--- src/rtl/rotate_pkg.sv ---
// Shared types and default sizes for the rotated-frame scheduler.
package rotate_pkg;

    localparam int DEFAULT_PIXEL_WIDTH = 16;
    localparam int DEFAULT_IMAGE_SIZE  = 64;
    localparam int DEFAULT_COOR_WIDTH  = 6;

    typedef enum logic [2:0] {
        IDLE,
        ROT_START,
        ROT_WAIT,
        MEM_REQ,
        MEM_WAIT,
        OUT,
        DONE
    } rot_sched_state_t;

endpackage

--- src/rtl/raster_scan_counter.sv ---
// Destination-pixel raster counter: H runs fastest, V saturates on the last row.
module raster_scan_counter
    import rotate_pkg::*;
#(
    parameter int IMAGE_SIZE = DEFAULT_IMAGE_SIZE,
    parameter int COOR_WIDTH = DEFAULT_COOR_WIDTH
) (
    input  logic                  i_clk,
    input  logic                  i_rst,
    input  logic                  i_clear,
    input  logic                  i_advance,
    output logic [COOR_WIDTH-1:0] o_H,
    output logic [COOR_WIDTH-1:0] o_V,
    output logic                  o_last
);

    localparam logic [COOR_WIDTH-1:0] MAX_C = COOR_WIDTH'(IMAGE_SIZE - 1);

    logic [COOR_WIDTH-1:0] r_H;
    logic [COOR_WIDTH-1:0] r_V;

    always_ff @(posedge i_clk) begin
        if (i_rst || i_clear) begin
            r_H <= '0;
            r_V <= '0;
        end else if (i_advance) begin
            if (r_H == MAX_C) begin
                r_H <= '0;
                if (r_V != MAX_C) begin
                    r_V <= r_V + 1'b1;
                end
            end else begin
                r_H <= r_H + 1'b1;
            end
        end
    end

    assign o_H    = r_H;
    assign o_V    = r_V;
    assign o_last = (r_H == MAX_C) && (r_V == MAX_C);

endmodule

--- src/rtl/rotate_frame_scheduler.sv ---
// Walks every destination pixel, asks the rotator for its source coordinate,
// fetches it from SRAM (or substitutes the background) and streams it out.
module rotate_frame_scheduler
    import rotate_pkg::*;
#(
    parameter int                     IMAGE_SIZE  = DEFAULT_IMAGE_SIZE,
    parameter int                     COOR_WIDTH  = DEFAULT_COOR_WIDTH,
    parameter int                     ANG_WIDTH   = 9,
    parameter int                     PIXEL_WIDTH = DEFAULT_PIXEL_WIDTH,
    parameter int                     ADDR_WIDTH  = 2 * COOR_WIDTH,
    parameter logic [PIXEL_WIDTH-1:0] BG_PIXEL    = '0
) (
    input  logic                        i_clk,
    input  logic                        i_rst,
    input  logic                        i_start,
    input  logic signed [ANG_WIDTH-1:0] i_angle,
    input  logic                        i_abort,
    output logic                        o_busy,
    output logic                        o_done,
    output logic                        o_rot_start,
    output logic [COOR_WIDTH-1:0]       o_rot_H,
    output logic [COOR_WIDTH-1:0]       o_rot_V,
    output logic signed [ANG_WIDTH-1:0] o_rot_angle,
    input  logic                        i_rot_valid,
    input  logic [COOR_WIDTH-1:0]       i_rot_H,
    input  logic [COOR_WIDTH-1:0]       i_rot_V,
    input  logic                        i_rot_oor,
    output logic                        o_mem_req,
    output logic [ADDR_WIDTH-1:0]       o_mem_addr,
    input  logic                        i_mem_ack,
    input  logic [PIXEL_WIDTH-1:0]      i_mem_data,
    output logic                        o_pix_valid,
    output logic [PIXEL_WIDTH-1:0]      o_pix_data,
    output logic                        o_pix_last,
    input  logic                        i_pix_ready
);

    rot_sched_state_t r_state;
    rot_sched_state_t w_next;

    logic signed [ANG_WIDTH-1:0] r_angle;
    logic [ADDR_WIDTH-1:0]       r_addr;
    logic [ADDR_WIDTH-1:0]       w_addr;
    logic [PIXEL_WIDTH-1:0]      r_pix;
    logic [COOR_WIDTH-1:0]       w_H;
    logic [COOR_WIDTH-1:0]       w_V;
    logic                        w_last;
    logic                        w_accept;
    logic                        w_rot_take;
    logic                        w_mem_take;
    logic                        w_pix_fire;

    assign w_accept   = (r_state == IDLE) && i_start;
    assign w_rot_take = (r_state == ROT_WAIT) && i_rot_valid;
    assign w_mem_take = o_mem_req && i_mem_ack;
    assign w_pix_fire = (r_state == OUT) && i_pix_ready;

    // A power-of-two frame side lets the address be a plain concatenation.
    generate
        if (IMAGE_SIZE == 2 ** COOR_WIDTH) begin : g_pow2
            assign w_addr = ADDR_WIDTH'({i_rot_V, i_rot_H});
        end else begin : g_mul
            assign w_addr = ADDR_WIDTH'(i_rot_V) * ADDR_WIDTH'(IMAGE_SIZE)
                          + ADDR_WIDTH'(i_rot_H);
        end
    endgenerate

    raster_scan_counter #(
        .IMAGE_SIZE (IMAGE_SIZE),
        .COOR_WIDTH (COOR_WIDTH)
    ) u_scan (
        .i_clk     (i_clk),
        .i_rst     (i_rst),
        .i_clear   (w_accept || i_abort),
        .i_advance (w_pix_fire && !i_abort),
        .o_H       (w_H),
        .o_V       (w_V),
        .o_last    (w_last)
    );

    always_ff @(posedge i_clk) begin
        if (i_rst) begin
            r_state <= IDLE;
        end else begin
            r_state <= w_next;
        end
    end

    always_comb begin
        w_next      = r_state;
        o_busy      = 1'b0;
        o_done      = 1'b0;
        o_rot_start = 1'b0;
        o_mem_req   = 1'b0;
        o_pix_valid = 1'b0;
        o_pix_last  = 1'b0;
        case (r_state)
            IDLE: begin
                if (i_start) w_next = ROT_START;
            end
            ROT_START: begin
                o_busy      = 1'b1;
                o_rot_start = 1'b1;
                w_next      = ROT_WAIT;
            end
            ROT_WAIT: begin
                o_busy = 1'b1;
                if (i_rot_valid) w_next = i_rot_oor ? OUT : MEM_REQ;
            end
            MEM_REQ: begin
                o_busy    = 1'b1;
                o_mem_req = 1'b1;
                w_next    = i_mem_ack ? OUT : MEM_WAIT;
            end
            MEM_WAIT: begin
                o_busy    = 1'b1;
                o_mem_req = 1'b1;
                if (i_mem_ack) w_next = OUT;
            end
            OUT: begin
                o_busy      = 1'b1;
                o_pix_valid = 1'b1;
                o_pix_last  = w_last;
                if (i_pix_ready) w_next = w_last ? DONE : ROT_START;
            end
            DONE: begin
                o_done = 1'b1;
                w_next = IDLE;
            end
            default: w_next = IDLE;
        endcase
        if (i_abort) w_next = IDLE;
    end

    always_ff @(posedge i_clk) begin
        if (i_rst || i_abort) begin
            r_angle <= '0;
            r_addr  <= '0;
            r_pix   <= '0;
        end else begin
            if (w_accept) r_angle <= i_angle;
            if (w_rot_take) begin
                if (i_rot_oor) r_pix <= BG_PIXEL;
                else           r_addr <= w_addr;
            end
            if (w_mem_take) r_pix <= i_mem_data;
        end
    end

    assign o_rot_H     = w_H;
    assign o_rot_V     = w_V;
    assign o_rot_angle = r_angle;
    assign o_mem_addr  = r_addr;
    assign o_pix_data  = r_pix;

endmodule

--- config.mk ---
export PLATFORM = sky130hd
export DESIGN_NAME = rotate_frame_scheduler
export DESIGN_NICKNAME = d
export VERILOG_FILES = /design/src/rtl/rotate_pkg.sv /design/src/rtl/raster_scan_counter.sv /design/src/rtl/rotate_frame_scheduler.sv
export SDC_FILE = /design/constraint.sdc
export NUM_CORES = 1
export LEC_CHECK = 0
export ABC_AREA = 1
export CORE_ASPECT_RATIO = 0.9
export CORE_UTILIZATION = 45
export CTS_CLUSTER_SIZE = 8
export DETAILED_ROUTE_END_ITERATION = 8
export HOLD_SLACK_MARGIN = 0.06
export PLACE_DENSITY_LB_ADDON = 0.2
export SETUP_SLACK_MARGIN = 0.1
export SLEW_MARGIN = 15
export SYNTH_ARGS = -nofsm -noshare
export SYNTH_HDL_FRONTEND = slang
export SYNTH_SLANG_ARGS = --single-unit
--- constraint.sdc ---
create_clock -name i_clk -period 3.3 [get_ports i_clk]
set_input_delay 0.66 -clock i_clk [delete_from_list [all_inputs] [get_ports i_clk]]
set_output_delay 0.66 -clock i_clk [all_outputs]
set_load 0.05 [all_outputs]
Word-level counts from Yosys, hierarchy flattened. Cells that the tools add are included.

Bitwise gates (word level): 1. Add/subtract/negate cells: 2. Reductions and logical operators: 20. Eq/ne operators: 13. Multiplexer cells: 18.

Operators by type and width (count): $mux 16 (3); $mux 3 (6); $pmux 3 s6 (1); $add 6x1->6 const B (2); $eq 6x6->1 const B (2); $eq 3x3->1 const B (3); $ne 2x2->1 const B (4); $mux 1 (7); $eq 3x2->1 const B (2); $logic_and 1x1->1 (6); $mux 6 (1); $ne 6x6->1 const B (1); $reduce_or 5->1 (1); $reduce_and 2->1 (2); $reduce_and 4->1 (1); $reduce_bool 2->1 (2); $reduce_or 2->1 (2); $eq 3x1->1 const B (1); $logic_not 3->1 (1); $logic_or 1x1->1 (3); $reduce_and 3->1 (1); $logic_not 1->1 (1); $not 1->1 (1).

Output and inout port bits: 55. Word-level logic and storage cells: 60. Input bits: 45. Register bits after elaboration: 52.

Logic depth before layout (Yosys ltp). Gate-level depths: netlist of the first run.

Depth in word-level cells: 6. Mapped depth: 8. Mapped depth without buffers: 8.

Hierarchy. A second synthesis of the first run with hierarchy kept.

Cell total of the unflattened synthesis: 318. Area, all modules: 2347.3 um^2.

Modules (own cells, without submodules): rotate_frame_scheduler (sequential area each 800.8 um^2, instances 1, area each 1681.6 um^2, cells an instance 221); raster_scan_counter (sequential area each 240.2 um^2, instances 1, area each 665.6 um^2, cells an instance 97).

Worst setup path after synthesis of the first run. No wires, ideal clock.

Path type: register to output. From: register u_scan.r_V[0], in the netlist u_scan.o_V[0]. To: output o_pix_last. Required time: 2.640 ns. Stages on the path, launching flop included: 6. Buffers on the path: 0. Path slack: 0.843 ns. Data arrival time: 1.797 ns. Path through: dfxtp_1 -> ha_1 -> nand2_1 -> nor2_2 -> nand3_1 -> inv_1.

Cells in the longest elaborated chain, start to end: 3.

Ends and longest elaborated chain: start, declared (RTL line raster_scan_counter.sv:20) `logic [COOR_WIDTH-1:0] r_V;`; start signal, assigned (RTL line raster_scan_counter.sv:30) `r_V <= r_V + 1'b1;`; $eq 6x6->1 (RTL line raster_scan_counter.sv:40) `assign o_last = (r_H == MAX_C) && (r_V == MAX_C);`; $logic_and 1x1->1 (RTL line raster_scan_counter.sv:40); $mux 1 (RTL line rotate_frame_scheduler.sv:97) `case (r_state)`; end, declared (RTL line rotate_frame_scheduler.sv:34) `output logic o_pix_last,`.

Every way passes these cells.

Final worst setup path of the first run. Same ends and word-level chain as after synthesis.

==> flow_summary.yaml, run 1 <==
placement:
  hpwl_um: 4110
  dp.cells: 455
  place.port_buffers: 99
  place.gp.congestion: 0.821
synthesis:
  ys_async_sr_fraction_pct: 0
  synth_cell_types: 27
  synthesis.instances: 301
  synth_area_um2: 2270
  yosys_warnings: 0
  syn-num-nets: 348
  synth_seq_area_share_pct: 45.9
  synth-seq-cells: 52
  avgSynthCellArea_um2: 7.53
  synth_edf_count: 0
  ys.flop_type: "dfxtp_1"
global_routing:
  grt_pass1_wl_um: 9390
  antenna_found_initial: 0
  grt_pass1_vias: 2122
  track_usage_pct: 21.9
  grt_overflow_total: 0
  grt_max_degree: 32
die:
  num_rows: 24
  io_pins: 100
  dieArea_um2: 5320
  start_util_pct: 46.9
  die_h_um: 69.3
  fp.dieW_um: 76.8
  core_area_um2: 4830
worst_setup_path:
  crit_arrival_ns: 2.00
  worstPathRequired_ns: 2.64
  cp-end-kind: "output pin"
  ff2ff_path_depth: 6
  path_max_fanout: 5
  crit_start: "u_scan.o_V[0]"
  reg2reg_slack_ns: 1.47
  timing.rr.start: "r_state[2]"
  start_kind: "flip-flop"
  path_class: "flip-flop to output pin"
sta:
  fmax_mhz: 376
  finClkSkew_ns: 0.00272
  period_share_pct: 80.7
  maxSlewViolCount: 0
  tightest_slew_ns: 0.606
  max_slew_margin_pct: 59.4
  setup_viol: 0
  post-route-min-period_ns: 2.66
  setup_tns_ns: 0
  finalHoldViolCount: 0
  rsz0062_at_grt: "false"
layout:
  nets: 444
  antenna_cells: 0
  layout-drive-gt1-share_pct: 6.28
  final_cell_mix: "clkdlybuf4s50_1 (98), nand2_1 (62), dfxtp_1 (52), a21oi_1 (50), nand3_1 (35)"
  final_common_cell: "clkdlybuf4s50_1"
  stdcell_count: 463
  synthToLayoutAreaGrowth_pct: 49.3
drt:
  drc: 0
  drt-initial-drc-count: 124
  wl_per_cell_um: 12.0
  routed_wl_um: 5550
  avgViaCountPerCell: 4.86
  antenna_left: 0
  drt-pass1-iter-count: 4
  vias: 2249
cts:
  hold_buffers: 0
  insertion_delay_ns: 0.30
  htree_levels: 2
  cts_buffers: 5
  root_buffer: "clkbuf_8"
  cts_tree: "done"
  clk_path_buf_depth: 2
  path_clk_slew_ns: 0.09
  cts_sinks: 52
power_and_ir_drop:
  power.density_nw_per_um2: 340
  ir_drop_mv: 0.237
  p_leak_nw: 1.20
hold_path:
  worstHoldStart: "o_rot_angle[3]"
  worstHoldPathType: "flip-flop to flip-flop"
  whs_path_depth: 2
job:
  drv_cap: 0
status:
  status: "finished clean"
-- what timing repair did --
action                                  CTS  global route
endpoints found under the setup margin    0             1
buffers inserted                          0             0
gates resized for setup                   0             1
-- cells by family (layout without fill, tap and decap cells) --
group / count (synthesis) / count (layout) / synth area share, %
adders and majority gates: 2 / 2 / 1.10
DFF: 52 / 52 / 45.9
and+or+nand+nor: 134 / 134 / 28.4
xor gates and xnor gates: 4 / 4 / 1.55
AOI/OAI and AO/OA: 67 / 67 / 15.1
buffers and inverters: 42 / 139 / 7.90
-- state kept, by name (all words and copies together), names as in the netlist --
signal	cells
o_pix_data	16
u_scan.o_V	6
o_rot_angle	9
r_state	3
u_scan.o_H	6
o_mem_addr	12
-- critical path: stages, from the launching register on --
cell            delay [ns]
dfxtp_1               0.40
ha_1                  0.20
nand2_1               0.09
nor2_2                0.30
nand3_1               0.20
inv_1                 0.09
dlymetal6s2s_1        0.41
-- layer usage --
| layer | track usage, % | wire, um | vias to the layer above |
|---|---|---|---|
| met3 | 5.00 | 273 | 10 |
| li1 | - | - | 1173 |
| met4 | 7.91 | 91 | 0 |
| met5 | 0 | 0 | - |
| met1 | 26.6 | 2470 | 1005 |
| met2 | 37.8 | 2710 | 61 |
-- worst paths after layout --
| kind | endpoint |
|---|---|
| setup / recovery | o_pix_last |
| hold / removal | o_rot_angle[3] |
| hold reg to reg | o_rot_angle[3] |
| setup reg to reg | o_mem_addr[7] |
-- cell type report --
type                            count  area [um2]
Tap cell                           65        81.3
Inverter                           31         119
Timing Repair Buffer              100        1000
Sequential cell                    52        1040
Clock inverter                      1        7.51
Clock buffer                        7        86.3
Fill cell                         429        1450
Multi-Input combinational cell    207        1050
-- stage by stage --
step	area (um2)	hold WS (ns)	worst slack [ns]	utilization (%)	power [mW]
finish	3380	0.449	0.637	70.0	1.15
floorplan	2270	0.633	0.843	-	0.712
global placement	3290	0.432	0.663	68.0	0.788
CTS	3380	0.453	0.232	69.9	1.16
detailed placement	3290	0.440	0.618	68.0	0.788
global route	3380	0.468	0.474	70.0	1.19
-- cell usage after synthesis (2+ instances only) --
| cell type | n | share of area [%] |
|---|---|---|
| nor2_2 | 3 | 0.83 |
| ha_1 | 2 | 1.1 |
| buf_4 | 2 | 0.66 |
| nand2_4 | 2 | 0.99 |
| nand3_2 | 3 | 1.3 |
| xor2_1 | 4 | 1.5 |
| o21bai_1 | 2 | 0.66 |
| dfxtp_1 | 52 | 46 |
| inv_1 | 29 | 4.8 |
| o21ai_0 | 14 | 3.1 |
| a21oi_1 | 50 | 11 |
| clkbuf_1 | 4 | 0.66 |
| buf_2 | 3 | 0.66 |
| nand2_2 | 4 | 1.1 |
| nor3_1 | 3 | 0.66 |
| nor2_8 | 2 | 1.8 |
| nand3_1 | 35 | 7.7 |
| nor2_1 | 17 | 2.8 |
| nand2_1 | 62 | 10 |
-- power by group --
part	total [mW]	internal, mW	switching [mW]
combinational	0.135	0.0672	0.0679
sequential	0.638	0.634	0.00446
clock	0.376	0.171	0.205
total	1.15	0.871	0.277
Power figures use the tool's default switching activity.
==> run 2, diff against run 1 <==
Settings changed: CORE_UTILIZATION 45 to 42.
Clock period 3.3 ns to 2.6 ns, I/O delays scaled along.
==> run 2 against run 1 <==
Effect of this change: core utilization is 1.7 points lower; clock-buffer cell count stayed put; critical endpoint is now o_rot_start; first-iteration DRC count is 27% lower; clock power is 30% higher; sequential share of layout area is 0.36 points lower; die area is 6.9% higher; combinational power is 30% higher; clock skew is 0.0035 ns higher; total power is 28% higher; largest cell class unchanged; non-clock buffer count is 3 higher; cell count is 0.43% higher.
==> flow_summary.yaml, run 2 (synthesized netlist as in run 1, its figures left out) <==
cts:
  postCtsSetupRepairBufs: 0
  cts_buffers: 5
  clk_path_buf_depth: 2
  root_buffer: "clkbuf_8"
  hold_buffers: 0
  htree_levels: 2
  cts_sinks: 52
  path_clk_slew_ns: 0.09
  cts_tree: "done"
  insertion_delay_ns: 0.29
worst_setup_path:
  start_kind: "flip-flop"
  cpPeakStageDelay_ns: 0.84
  crit_chain: "inv_1, nand2_1, nor2_1, clkdlybuf4s50_1"
  path_buf_inv: 2
  path_max_fanout: 5
  worstPathRequired_ns: 2.08
  cp-end-kind: "output pin"
  crit_arrival_ns: 1.84
  path_class: "flip-flop to output pin"
  cp_top_family: "buffers and inverters"
  slowest_stage: "clkdlybuf4s50_1"
die:
  core_area_um2: 5010
  io_pins: 100
  fp.dieW_um: 79.4
  die_h_um: 71.7
  num_rows: 24
  dieArea_um2: 5690
  start_util_pct: 45.2
layout:
  antenna_cells: 0
  final_common_cell: "clkdlybuf4s50_1"
  nets: 447
  synthToLayoutAreaGrowth_pct: 51.0
  fillCellCount: 455
  layout-drive-gt1-share_pct: 7.25
  final_area_um2: 3420
  final_cell_mix: "clkdlybuf4s50_1 (95), nand2_1 (62), dfxtp_1 (52), a21oi_1 (50), nand3_1 (35)"
  largest_reg_flops: 16
global_routing:
  grt_pass1_wl_um: 8960
  grt_max_degree: 32
  track_usage_pct: 19.7
  grt_pass1_vias: 2007
  antenna_found_initial: 0
  grt_overflow_total: 0
hold_path:
  worstHoldPathType: "flip-flop to flip-flop"
placement:
  post_dp_cell_area_um2: 3320
  place.gp.congestion: 0.875
  place_ws_ns: 0.464
  place.port_buffers: 99
  hpwl_um: 4100
sta:
  setup_ws_ns: 0.242
  max_slew_margin_pct: 35.5
  post-route-min-period_ns: 2.36
  rsz0062_at_grt: "false"
  fmax_mhz: 424
  setup_tns_ns: 0
  period_share_pct: 90.7
  tightest_slew_ns: 0.966
  maxSlewViolCount: 0
  finClkSkew_ns: 0.00620
  setup_viol: 0
  finalHoldViolCount: 0
drt:
  wl_per_cell_um: 12.0
  drt-pass1-iter-count: 4
  vias: 2236
  routed_wl_um: 5570
  avgViaCountPerCell: 4.81
  drc: 0
  antenna_left: 0
  drt-initial-drc-count: 91
status:
  status: "finished clean"
power_and_ir_drop:
  ir_drop_mv: 0.390
  p_leak_nw: 1.26
  power.density_nw_per_um2: 431
job:
  drv_cap: 0
run 2: layout make-up:
cell class,count,area [um2],area share (%)
repair buffers,103,1040,30.3
inverters,31,119,3.47
multi-input cells,207,1050,30.6
flip-flops and latches,52,1040,30.4
clock buffers,7,96.3,2.82
well taps,65,81.3,2.38
run 2: final timing paths:
check	cells past startpoint	to	from	slack (ns)
max	4	o_rot_start	r_state[1]	0.24
min reg2reg	2	o_rot_angle[3]	o_rot_angle[3]	0.44
max reg2reg	7	r_state[2]	u_scan.o_V[0]	1.00
min	2	o_rot_angle[3]	o_rot_angle[3]	0.44
run 2: per-layer routing:
layer / global-route usage [%] / up-vias / share of wire [%]
met2: 32.0 / 63 / 48
met1: 25.6 / 994 / 45
met4: 5.05 / 0 / 1.0
li1: - / 1173 / -
met3: 5.86 / 6 / 6.3
met5: 0 / - / 0
run 2: power by group:
group	switching (mW)	total, mW	internal (mW)
clock	0.251	0.489	0.238
sequential	0.00550	0.810	0.804
combinational	0.0874	0.175	0.0879
total	0.344	1.47	1.13
run 2: timing repair:
item                                   in CTS  in global routing
resized for setup                           0                  3
setup endpoints to repair                   0                  3
endpoints found under the hold margin       0                  0
run 2: per-stage QoR:
stage / power [mW] / util (%) / instances / hold WS [ns]
4_1_cts: 1.49 / 68.1 / 465 / 0.449
5_1_grt: 1.53 / 68.2 / 465 / 0.469
6_report: 1.47 / 68.2 / 465 / 0.444
3_5_place_dp: 1.00 / 66.2 / 458 / 0.435
3_3_place_gp: 1.00 / 66.2 / 458 / 0.429
2_1_floorplan: 0.904 / - / 301 / 0.633
run 2: worst min-delay path, cell delays in order, from the launching register on:
cell	delay, ns
dfxtp_1	0.32
inv_1	0.04
a21oi_1	0.05
